**src/rtl/muldiv_ctrl_pkg.sv**
```systemverilog
// muldiv_ctrl_pkg: encodings shared by the mul/div sequencing controller,
// the pipeline stall controller and the iterative divider.
package muldiv_ctrl_pkg;

  // EX-stage operation selector for the HI/LO unit
  typedef enum logic [2:0] {
    OP_MULT  = 3'd0,
    OP_MULTU = 3'd1,
    OP_DIV   = 3'd2,
    OP_DIVU  = 3'd3,
    OP_MTHI  = 3'd4,
    OP_MTLO  = 3'd5
  } op_type_e;

  // Controller states
  typedef enum logic [1:0] {
    IDLE    = 2'd0,
    DIV_RUN = 2'd1,
    MUL_RUN = 2'd2,
    DONE    = 2'd3
  } state_e;

  // Stall request levels understood by the stall controller
  localparam logic STOP    = 1'b1;
  localparam logic NO_STOP = 1'b0;

  // Divider start handshake levels
  localparam logic DIV_START = 1'b1;
  localparam logic DIV_STOP  = 1'b0;

  // Only MULT and DIV treat their operands as two's complement
  function automatic logic is_signed_op(input logic [2:0] op);
    return (op == OP_MULT) || (op == OP_DIV);
  endfunction

endpackage

```
**src/rtl/muldiv_ctrl_if.sv**
```systemverilog
// muldiv_ctrl_if: EX decode fields, divider/multiplier handshake and HI/LO
// write port of the mul/div sequencing controller.
interface muldiv_ctrl_if;
  logic        flush;
  logic        op_valid;
  logic [2:0]  op_type;
  logic [31:0] opa;
  logic [31:0] opb;
  logic        div_ready_i;
  logic [63:0] div_result_i;
  logic [63:0] mul_result_i;
  logic        div_start_o;
  logic        div_annul_o;
  logic        div_signed_o;
  logic [31:0] div_opdata1_o;
  logic [31:0] div_opdata2_o;
  logic        mul_signed_o;
  logic [31:0] mul_ina_o;
  logic [31:0] mul_inb_o;
  logic        stallreq_o;
  logic        hi_we_o;
  logic        lo_we_o;
  logic [31:0] hi_o;
  logic [31:0] lo_o;
  logic        busy_o;

  modport slave (
    input  flush, op_valid, op_type, opa, opb,
    input  div_ready_i, div_result_i, mul_result_i,
    output div_start_o, div_annul_o, div_signed_o, div_opdata1_o, div_opdata2_o,
    output mul_signed_o, mul_ina_o, mul_inb_o,
    output stallreq_o, hi_we_o, lo_we_o, hi_o, lo_o, busy_o
  );

  modport master (
    output flush, op_valid, op_type, opa, opb,
    output div_ready_i, div_result_i, mul_result_i,
    input  div_start_o, div_annul_o, div_signed_o, div_opdata1_o, div_opdata2_o,
    input  mul_signed_o, mul_ina_o, mul_inb_o,
    input  stallreq_o, hi_we_o, lo_we_o, hi_o, lo_o, busy_o
  );
endinterface

```
**src/rtl/muldiv_ctrl_lat_cnt.sv**
```systemverilog
// muldiv_lat_cnt: loadable down-counter that times the multiplier latency.
module muldiv_lat_cnt #(
  parameter int CNT_W = 4
) (
  input  logic             clk,
  input  logic             rst,
  input  logic             load,
  input  logic [CNT_W-1:0] load_val,
  input  logic             dec,
  output logic             zero
);

  logic [CNT_W-1:0] count;

  // Load takes priority over decrement; the count saturates at zero
  always_ff @(posedge clk) begin
    if (rst)
      count <= '0;
    else if (load)
      count <= load_val;
    else if (dec && (count != '0))
      count <= count - 1'b1;
  end

  assign zero = (count == '0);

endmodule

```
**src/rtl/muldiv_ctrl.sv**
```systemverilog
// muldiv_ctrl: sequences one mul/div/mthi/mtlo per EX instruction, holds the
// pipeline while a multiply or divide is in flight and writes HI/LO.
module muldiv_ctrl
  import muldiv_ctrl_pkg::*;
#(
  parameter int MUL_CYCLES = 2,
  parameter int CNT_W      = 4
) (
  input logic          clk,
  input logic          rst,
  muldiv_ctrl_if.slave bus
);

  localparam logic [CNT_W-1:0] MUL_LOAD = CNT_W'(MUL_CYCLES - 1);

  state_e      state, state_nxt;
  logic [31:0] hi_r, lo_r;
  logic        cnt_load, cnt_dec, cnt_zero;
  logic        cap_div, cap_mul;
  logic        div_start, div_annul, div_signed, mul_signed, stallreq;
  logic [31:0] div_op1, div_op2, mul_a, mul_b;
  logic        hi_we, lo_we;
  logic [31:0] hi_data, lo_data;

  muldiv_lat_cnt #(.CNT_W(CNT_W)) u_lat_cnt (
    .clk      (clk),
    .rst      (rst),
    .load     (cnt_load),
    .load_val (MUL_LOAD),
    .dec      (cnt_dec),
    .zero     (cnt_zero)
  );

  // State register
  always_ff @(posedge clk) begin
    if (rst)
      state <= IDLE;
    else
      state <= state_nxt;
  end

  // HI/LO result capture from whichever unit finishes
  always_ff @(posedge clk) begin
    if (rst) begin
      hi_r <= '0;
      lo_r <= '0;
    end else if (cap_div) begin
      {hi_r, lo_r} <= bus.div_result_i;
    end else if (cap_mul) begin
      {hi_r, lo_r} <= bus.mul_result_i;
    end
  end

  // Next state and all handshake/write outputs; reset and flush silence everything
  always_comb begin
    state_nxt  = state;
    div_start  = DIV_STOP;
    div_annul  = 1'b0;
    div_signed = 1'b0;
    div_op1    = '0;
    div_op2    = '0;
    mul_signed = 1'b0;
    mul_a      = '0;
    mul_b      = '0;
    stallreq   = NO_STOP;
    hi_we      = 1'b0;
    lo_we      = 1'b0;
    hi_data    = '0;
    lo_data    = '0;
    cnt_load   = 1'b0;
    cnt_dec    = 1'b0;
    cap_div    = 1'b0;
    cap_mul    = 1'b0;
    if (rst) begin
      state_nxt = IDLE;
    end else if (bus.flush) begin
      state_nxt = IDLE;
      div_annul = (state == DIV_RUN);
    end else begin
      case (state)
        IDLE: begin
          if (bus.op_valid) begin
            case (bus.op_type)
              OP_DIV, OP_DIVU: begin
                div_start  = DIV_START;
                div_signed = is_signed_op(bus.op_type);
                div_op1    = bus.opa;
                div_op2    = bus.opb;
                stallreq   = STOP;
                state_nxt  = DIV_RUN;
              end
              OP_MULT, OP_MULTU: begin
                mul_signed = is_signed_op(bus.op_type);
                mul_a      = bus.opa;
                mul_b      = bus.opb;
                stallreq   = STOP;
                cnt_load   = 1'b1;
                state_nxt  = MUL_RUN;
              end
              OP_MTHI: begin
                hi_we   = 1'b1;
                hi_data = bus.opa;
              end
              OP_MTLO: begin
                lo_we   = 1'b1;
                lo_data = bus.opa;
              end
              default: ;
            endcase
          end
        end
        DIV_RUN: begin
          div_signed = is_signed_op(bus.op_type);
          div_op1    = bus.opa;
          div_op2    = bus.opb;
          stallreq   = STOP;
          if (bus.div_ready_i) begin
            cap_div   = 1'b1;
            state_nxt = DONE;
          end else begin
            div_start = DIV_START;
          end
        end
        MUL_RUN: begin
          mul_signed = is_signed_op(bus.op_type);
          mul_a      = bus.opa;
          mul_b      = bus.opb;
          stallreq   = STOP;
          if (cnt_zero) begin
            cap_mul   = 1'b1;
            state_nxt = DONE;
          end else begin
            cnt_dec = 1'b1;
          end
        end
        DONE: begin
          hi_we     = 1'b1;
          lo_we     = 1'b1;
          hi_data   = hi_r;
          lo_data   = lo_r;
          state_nxt = IDLE;
        end
        default: state_nxt = IDLE;
      endcase
    end
  end

  assign bus.div_start_o   = div_start;
  assign bus.div_annul_o   = div_annul;
  assign bus.div_signed_o  = div_signed;
  assign bus.div_opdata1_o = div_op1;
  assign bus.div_opdata2_o = div_op2;
  assign bus.mul_signed_o  = mul_signed;
  assign bus.mul_ina_o     = mul_a;
  assign bus.mul_inb_o     = mul_b;
  assign bus.stallreq_o    = stallreq;
  assign bus.hi_we_o       = hi_we;
  assign bus.lo_we_o       = lo_we;
  assign bus.hi_o          = hi_data;
  assign bus.lo_o          = lo_data;
  assign bus.busy_o        = !rst && (state != IDLE);

endmodule

```
**src/flat_wrapper.sv**
```systemverilog
// flat-port wrapper written by rule: the top's interface ports become plain ports
module muldiv_ctrl_flat import muldiv_ctrl_pkg::*;
#(
  parameter int MUL_CYCLES = 2,
  parameter int CNT_W      = 4
)
  (clk, rst, bus_flush, bus_op_valid, bus_op_type, bus_opa, bus_opb, bus_div_ready_i, bus_div_result_i, bus_mul_result_i, bus_div_start_o, bus_div_annul_o, bus_div_signed_o, bus_div_opdata1_o, bus_div_opdata2_o, bus_mul_signed_o, bus_mul_ina_o, bus_mul_inb_o, bus_stallreq_o, bus_hi_we_o, bus_lo_we_o, bus_hi_o, bus_lo_o, bus_busy_o);
  muldiv_ctrl_if bus_i ();
  input logic clk;
  input logic rst;
  input wire logic [$bits(bus_i.flush)-1:0] bus_flush;
  input wire logic [$bits(bus_i.op_valid)-1:0] bus_op_valid;
  input wire logic [$bits(bus_i.op_type)-1:0] bus_op_type;
  input wire logic [$bits(bus_i.opa)-1:0] bus_opa;
  input wire logic [$bits(bus_i.opb)-1:0] bus_opb;
  input wire logic [$bits(bus_i.div_ready_i)-1:0] bus_div_ready_i;
  input wire logic [$bits(bus_i.div_result_i)-1:0] bus_div_result_i;
  input wire logic [$bits(bus_i.mul_result_i)-1:0] bus_mul_result_i;
  output wire logic [$bits(bus_i.div_start_o)-1:0] bus_div_start_o;
  output wire logic [$bits(bus_i.div_annul_o)-1:0] bus_div_annul_o;
  output wire logic [$bits(bus_i.div_signed_o)-1:0] bus_div_signed_o;
  output wire logic [$bits(bus_i.div_opdata1_o)-1:0] bus_div_opdata1_o;
  output wire logic [$bits(bus_i.div_opdata2_o)-1:0] bus_div_opdata2_o;
  output wire logic [$bits(bus_i.mul_signed_o)-1:0] bus_mul_signed_o;
  output wire logic [$bits(bus_i.mul_ina_o)-1:0] bus_mul_ina_o;
  output wire logic [$bits(bus_i.mul_inb_o)-1:0] bus_mul_inb_o;
  output wire logic [$bits(bus_i.stallreq_o)-1:0] bus_stallreq_o;
  output wire logic [$bits(bus_i.hi_we_o)-1:0] bus_hi_we_o;
  output wire logic [$bits(bus_i.lo_we_o)-1:0] bus_lo_we_o;
  output wire logic [$bits(bus_i.hi_o)-1:0] bus_hi_o;
  output wire logic [$bits(bus_i.lo_o)-1:0] bus_lo_o;
  output wire logic [$bits(bus_i.busy_o)-1:0] bus_busy_o;
  assign bus_i.flush = bus_flush;
  assign bus_i.op_valid = bus_op_valid;
  assign bus_i.op_type = bus_op_type;
  assign bus_i.opa = bus_opa;
  assign bus_i.opb = bus_opb;
  assign bus_i.div_ready_i = bus_div_ready_i;
  assign bus_i.div_result_i = bus_div_result_i;
  assign bus_i.mul_result_i = bus_mul_result_i;
  assign bus_div_start_o = bus_i.div_start_o;
  assign bus_div_annul_o = bus_i.div_annul_o;
  assign bus_div_signed_o = bus_i.div_signed_o;
  assign bus_div_opdata1_o = bus_i.div_opdata1_o;
  assign bus_div_opdata2_o = bus_i.div_opdata2_o;
  assign bus_mul_signed_o = bus_i.mul_signed_o;
  assign bus_mul_ina_o = bus_i.mul_ina_o;
  assign bus_mul_inb_o = bus_i.mul_inb_o;
  assign bus_stallreq_o = bus_i.stallreq_o;
  assign bus_hi_we_o = bus_i.hi_we_o;
  assign bus_lo_we_o = bus_i.lo_we_o;
  assign bus_hi_o = bus_i.hi_o;
  assign bus_lo_o = bus_i.lo_o;
  assign bus_busy_o = bus_i.busy_o;
  muldiv_ctrl #(.MUL_CYCLES(MUL_CYCLES), .CNT_W(CNT_W)) u_core (.clk(clk), .rst(rst), .bus(bus_i));
endmodule
```
**config.mk**
```make
export PLATFORM = sky130hd
export DESIGN_NAME = muldiv_ctrl_flat
export DESIGN_NICKNAME = d
export VERILOG_FILES = /design/src/rtl/muldiv_ctrl_pkg.sv /design/src/rtl/muldiv_ctrl_if.sv /design/src/rtl/muldiv_ctrl_lat_cnt.sv /design/src/rtl/muldiv_ctrl.sv /design/src/flat_wrapper.sv
export SDC_FILE = /design/constraint.sdc
export NUM_CORES = 1
export LEC_CHECK = 0
export ABC_AREA = 0
export BUFFER_PORTS_ARGS = -buffer_cell sky130_fd_sc_hd__buf_2
export CORE_AREA = 2 2 156 158
export DETAILED_ROUTE_END_ITERATION = 12
export DIE_AREA = 0 0 158 160
export MAX_ROUTING_LAYER = met4
export PLACE_DENSITY = 0.61
export SYNTH_ARGS = -nofsm -noshare
export SYNTH_HDL_FRONTEND = slang
export SYNTH_SLANG_ARGS = --single-unit
```
**constraint.sdc**
```tcl
create_clock -name clk -period 2.2 [get_ports clk]
set_input_delay 0.44 -clock clk [delete_from_list [all_inputs] [get_ports clk]]
set_output_delay 0.44 -clock clk [all_outputs]
set_load 0.01 [all_outputs]
```
==> impl_metrics.yaml, run 1 <==
power_and_ir_drop:
  power_density_nw_per_um2: 374
  p_leak_uw: 0.00467
  power_uw: 4060
  vdd_drop_max_v: 0.000342
floorplanning:
  die_width_um: 158
  design.core.area_sq_um: 23800
  fp-row-count: 57
  start_util_pct: 22.3
  dieArea_sq_um: 25300
  die_h_um: 160
  io_pins: 400
detailed_routing:
  routed_wirelength_um: 36500
  viasPerCell: 5.40
  vias: 8160
  post_drt_wl_per_cell_um: 24.2
  ant_nets: 0
  dr.pass1.iters: 5
  drc: 0
  dr.first_iter.drc_count: 697
placed_design:
  dp_hpwl_um: 24200
  port_buffers: 399
  pre_cts_slack_ns: -0.189
  gp_congestion: 0.896
worst_setup_path:
  path_class: "reg2out"
  crit_family: "buffers and inverters"
  end_kind: "output port"
  worstPathMaxFanout: 12
  cp_num_cells: 9
  cpMostUsedCell: "buf_12"
  critPathMaxStageDelay_ns: 0.34
  crit_chain: "inv_2, ha_4, nor3_4, buf_12, buf_12, buf_12, nand2_4, o21ai_2, buf_2"
  critical_path_buf_inv_count: 5
  endpoint: "bus_lo_o[5]"
  r2r-end: "u_core.hi_r[10]"
  worst-r2r-setup-slack_ns: 0.23
  cp-start-kind: "register"
  setup.worst_path.start: "u_core.state[0]"
  r2r_start: "u_core.state[0]"
  required_ns: 1.76
  cp_slowest_cell: "dfxtp_2"
  reg2reg_depth: 8
  worstPathArrival_ns: 2.07
min_path:
  hold_path.class: "in2reg"
synth:
  synth_edf_count: 0
  synth_ff_type: "dfxtp_1"
  synthArstFlopShare_pct: 0
  synth_cell_types: 39
  yosys_warnings: 0
  syn-num-nets: 991
  synth.cell_area_sq_um: 5310
  syn_inst: 785
  ys_ff_latch: 70
  syn_area_per_cell_sq_um: 6.76
  ys_seq_area_share_pct: 26.4
sta:
  rsz0062_at_grt: "yes"
  fin_hold_ws_ns: 0.369
  post-route-period-util_pct: 114
  setup_tns_ns: -25.95
  setup_viol: 194
  skew_ns: 0.0136
  final_max_slew_viol_count: 0
  post-route-min-period_ns: 2.51
  setup_ws_ns: -0.309
  relSlewSlack_pct: 71.1
  max_freq_ghz: 0.399
  worst_pin_slew_ns: 0.434
  hold_violations: 0
global_routing:
  gr-usage-met2_pct: 41.2
  grt_usage_pct: 25.3
  antenna_found_initial: 7
  top_usage_layer: "met2"
  grt_pass1_wl_um: 46100
  first_global_vias: 7075
  grt_util_met1_pct: 31.7
  grt-ovfl-total: 0
  grt.met3_usage_pct: 5.10
  grt_max_degree: 77
clock_tree:
  clk_pin_slew_ns: 0.06
  clockBufferDepth: 2
  clock_sinks: 70
  h-tree-depth: 3
  cts_root_buf: "clkbuf_16"
  clk_latency_ns: 0.35
  cts_inserted_buffers: 9
  cts_tree: "built"
  holdBufCountCts: 0
outcome:
  violations: "negative setup slack"
  status: "complete, but fails checks"
layout:
  area_delta_synth_final_pct: 104
  fill_cells: 2336
  final_net_count: 1381
  utilization_pct: 45.6
  drive_above_1_share_pct: 61.3
flow_run:
  drv_cap: 0
-- report_power, final --
group	switching (uW)	internal, uW	leakage [uW]	total, uW
Sequential	15.2	1290	0.000566	1300
Clock	628	1000	0.000150	1630
Combinational	596	534	0.00395	1130
Total	1240	2820	0.00467	4060
-- routing by layer --
| metal | vias up | part of all wire [%] | wire [um] |
|---|---|---|---|
| met2 | 467 | 49 | 18000 |
| met4 | 0 | 2.5 | 928 |
| met5 | - | 0 | 0 |
| met1 | 3901 | 40 | 14700 |
| li1 | 3729 | - | - |
| met3 | 63 | 7.8 | 2870 |
-- sequential cells by signal, indices dropped and copies added, names as in the netlist --
register,cells
u_core.u_lat_cnt.count,4
u_core.hi_r,32
u_core.lo_r,32
u_core.state,2
-- synth_stat cells (all sizes together), types with 3 or more instances --
library cell,number,area [sq um]
nor2b,4,25.0
a311oi,65,569
nand3,129,646
nand4bb,3,33.8
o21ai,129,646
and3,128,801
a21oi,7,35.0
nor2,72,270
inv,5,18.8
buf,22,124
dfxtp,70,1400
ha,6,75.1
nor3,4,25.0
nand2,36,135
clkbuf,80,300
-- how the worst min path moves through the flow --
| stage | startpoint | to | cells past startpoint |
|---|---|---|---|
| 6_report | bus_mul_result_i[7] | u_core.lo_r[7] | 3 |
| 5_1_grt | bus_mul_result_i[36] | u_core.hi_r[4] | 3 |
| 4_1_cts | bus_mul_result_i[12] | u_core.lo_r[12] | 3 |
| 3_5_place_dp | u_core.hi_r[8] | u_core.hi_r[8] | 2 |
| 3_3_place_gp | u_core.hi_r[25] | u_core.hi_r[25] | 2 |
| 2_1_floorplan | u_core.hi_r[0] | u_core.hi_r[0] | 2 |
-- cell type report --
type | instances | area (sq um) | area share [%]
multi-input combinational | 610 | 4800 | 44.2
timing repair buffer | 479 | 3890 | 35.9
sequential | 70 | 1400 | 12.9
tap | 324 | 405 | 3.74
clock buffer | 10 | 229 | 2.11
clock inverter | 6 | 92.6 | 0.853
inverter | 5 | 18.8 | 0.173
antenna | 6 | 15.0 | 0.138
-- logic make-up after synthesis --
family,Yosys count,synth area share [%]
simple gates,393,38.9
compound gates,207,24.5
buf+inv,107,8.34
flops,70,26.4
fa+ha+maj,6,1.41
mux,2,0.401
-- stage by stage --
stage	std cells	area [sq um]
3_3_place_gp	1451	7870
4_1_cts	1481	9020
6_report	1510	10900
5_1_grt	1510	10900
3_5_place_dp	1451	7870
2_1_floorplan	785	5310
-- placed cells by master (no fill, tap or decap), drive strengths merged, types with 4 or more instances in the layout --
| cell | synthesis | routed |
|---|---|---|
| nor2b | 4 | 4 |
| inv | 5 | 7 |
| nand2 | 36 | 36 |
| and3 | 128 | 128 |
| ha | 6 | 6 |
| a21oi | 7 | 7 |
| nand3 | 129 | 129 |
| dfxtp | 70 | 70 |
| nor2 | 72 | 72 |
| clkbuf | 80 | 19 |
| o21ai | 129 | 129 |
| buf | 22 | 470 |
| diode | 0 | 6 |
| a311oi | 65 | 65 |
| nor3 | 4 | 4 |
-- worst register-to-register path: cells and delay by family (launching register included) --
kind	cells	cell delay, ns
flip-flops	1	0.33
AND/OR/NAND/NOR	2	0.42
AO/OA/AOI/OAI	1	0.30
adder cells (fa/ha/maj)	1	0.15
buffers and inverters	4	0.65
-- what timing repair did --
| action | CTS | global route |
|---|---|---|
| setup endpoints to repair | 195 | 194 |
| hold endpoints to repair | 0 | 0 |
| pin swaps | 21 | 89 |
| setup buffers | 6 | 13 |
| gates resized for setup | 186 | 289 |
| gates cloned | 8 | 16 |
Note: power is estimated with default switching activity, not from simulation.
==> run 2: changes to the inputs <==
==> constraint.sdc (replaced) <==
create_clock -name clk -period 2.7 [get_ports clk]
set_input_delay 0.54 -clock clk [delete_from_list [all_inputs] [get_ports clk]]
set_output_delay 0.54 -clock clk [all_outputs]
set_load 0.01 [all_outputs]
==> impl_metrics.yaml, run 2 (synthesis results as in run 1) <==
power_and_ir_drop:
  switching_share_pct: 29.2
  vdd_drop_max_v: 0.000273
  switchingPower_uw: 849
  power_uw: 2910
  power_density_nw_per_um2: 354
  comb_power_share_pct: 20.1
  clockPowerShare_pct: 43.5
  power_frac_seq_pct: 36.4
  p_int_uw: 2060
  p_leak_uw: 0.00420
global_routing:
  antenna_found_initial: 8
  grt_pass1_wl_um: 44600
  grt_max_degree: 132
  first_global_vias: 6915
  grt_usage_pct: 24.6
  grt-ovfl-total: 0
sta:
  worst_pin_slew_ns: 0.631
  setup_ws_ns: 0.0531
  max_freq_ghz: 0.378
  rsz0062_at_grt: "yes"
  post-route-period-util_pct: 98.0
  post-route-min-period_ns: 2.65
  setup_viol: 0
  hold_violations: 0
  setup_tns_ns: 0
  final_max_slew_viol_count: 0
  skew_ns: 0.00613
  relSlewSlack_pct: 58.0
worst_setup_path:
  reg2reg_depth: 6
  worstPathArrival_ns: 2.11
  r2r_start: "u_core.state[0]"
  cp-start-kind: "register"
  r2r-end: "u_core.hi_r[17]"
  required_ns: 2.16
  worstPathMaxFanout: 16
  worst-r2r-setup-slack_ns: 0.65
  end_kind: "output port"
  path_class: "reg2out"
layout:
  final_net_count: 1330
  most-common-layout-cells: "396 x buf_2, 128 x and3_1, 125 x nand3_1"
  fill_cells: 2653
  final_cells: 1458
  mostFrequentLayoutCell: "buf_2"
  top_regs: "u_core.hi_r x32, u_core.lo_r x32, u_core.u_lat_cnt.count x4"
  drive_above_1_share_pct: 42.5
  area_delta_synth_final_pct: 54.5
floorplanning:
  start_util_pct: 22.3
  die_width_um: 158
  fp-row-count: 57
  design.core.area_sq_um: 23800
  dieArea_sq_um: 25300
  die_h_um: 160
  io_pins: 400
outcome:
  status: "finished clean"
clock_tree:
  cts_tree: "built"
  clk_latency_ns: 0.35
  h-tree-depth: 3
  clk_pin_slew_ns: 0.06
  clock_sinks: 70
  cts_inserted_buffers: 9
  cts_root_buf: "clkbuf_16"
  clockBufferDepth: 2
min_path:
  hold_end: "u_core.lo_r[9]"
  whs_path_depth: 3
  hold_start: "bus_mul_result_i[9]"
  hold_path.class: "in2reg"
placed_design:
  port_buffers: 399
  dp.cells: 1431
  pre_cts_slack_ns: 0.0577
  gp_congestion: 0.885
  dp_hpwl_um: 24100
detailed_routing:
  post_drt_wl_per_cell_um: 22.0
  viasPerCell: 5.24
  vias: 7645
  ant_nets: 0
  dr.first_iter.drc_count: 606
  dr.pass1.iters: 9
  drc: 0
  routed_wirelength_um: 32100
flow_run:
  drv_cap: 0
==> run 2: metal layers <==
layer	share of wire, %	track usage (%)
met5	0	-
met4	2.0	5.94
met3	7.7	4.21
met2	49	41.6
met1	41	30.2
==> run 2: area by class of cell <==
class	count	area [sq um]	area share [%]
multi-input cells	608	3620	44.1
diodes	5	12.5	0.153
inverters	5	18.8	0.229
clock inverters	3	42.5	0.519
flip-flops and latches	70	1410	17.1
well taps	324	405	4.94
repair buffers	430	2440	29.8
clock buffers	13	260	3.17
==> run 2: critical path, stage by stage (launching register included) <==
cell       delay (ns)
dfxtp_2          0.37
inv_1            0.10
ha_4             0.23
nor3_4           0.15
buf_12           0.15
bufbuf_16        0.31
nand2_1          0.10
o21ai_0          0.17
buf_4            0.18
==> run 2: how the worst max path moves through the flow <==
stage                     from      endpoint  slack, ns  depth (start not counted)
2_1_floorplan  u_core.state[0]  bus_hi_o[26]       0.41                          6
3_3_place_gp   u_core.state[0]  bus_lo_o[12]       0.09                          7
3_5_place_dp   u_core.state[0]   bus_lo_o[8]       0.06                          7
4_1_cts        u_core.state[0]  bus_hi_o[26]      0.002                          9
5_1_grt        u_core.state[1]  bus_hi_o[24]      -0.02                          8
6_report       u_core.state[1]  bus_hi_o[22]       0.05                          8
==> run 2: power by group through the flow <==
stage | sequential, uW | combinational [uW] | clock (uW)
2_1_floorplan | 1080 | 208 | 0
3_3_place_gp | 1080 | 518 | 0
3_5_place_dp | 1080 | 522 | 0
4_1_cts | 1060 | 560 | 1280
5_1_grt | 1060 | 629 | 1330
6_report | 1060 | 584 | 1270
==> run 2: stage by stage <==
stage	hold slack, ns	instance area [sq um]	utilization (%)
detailed placement	0.494	7630	32.0
global placement	0.487	7630	32.0
floorplan	0.472	5310	-
CTS	0.456	8080	33.9
global route	0.464	8200	34.4
finish	0.462	8200	34.4
==> run 2: what timing repair did <==
item | CTS | global route
pin swaps | 1 | 2
buffers inserted | 2 | 0
hold buffers | 0 | 0
setup endpoints to repair | 181 | 168
cloned | 2 | 2
gates resized for setup | 24 | 33
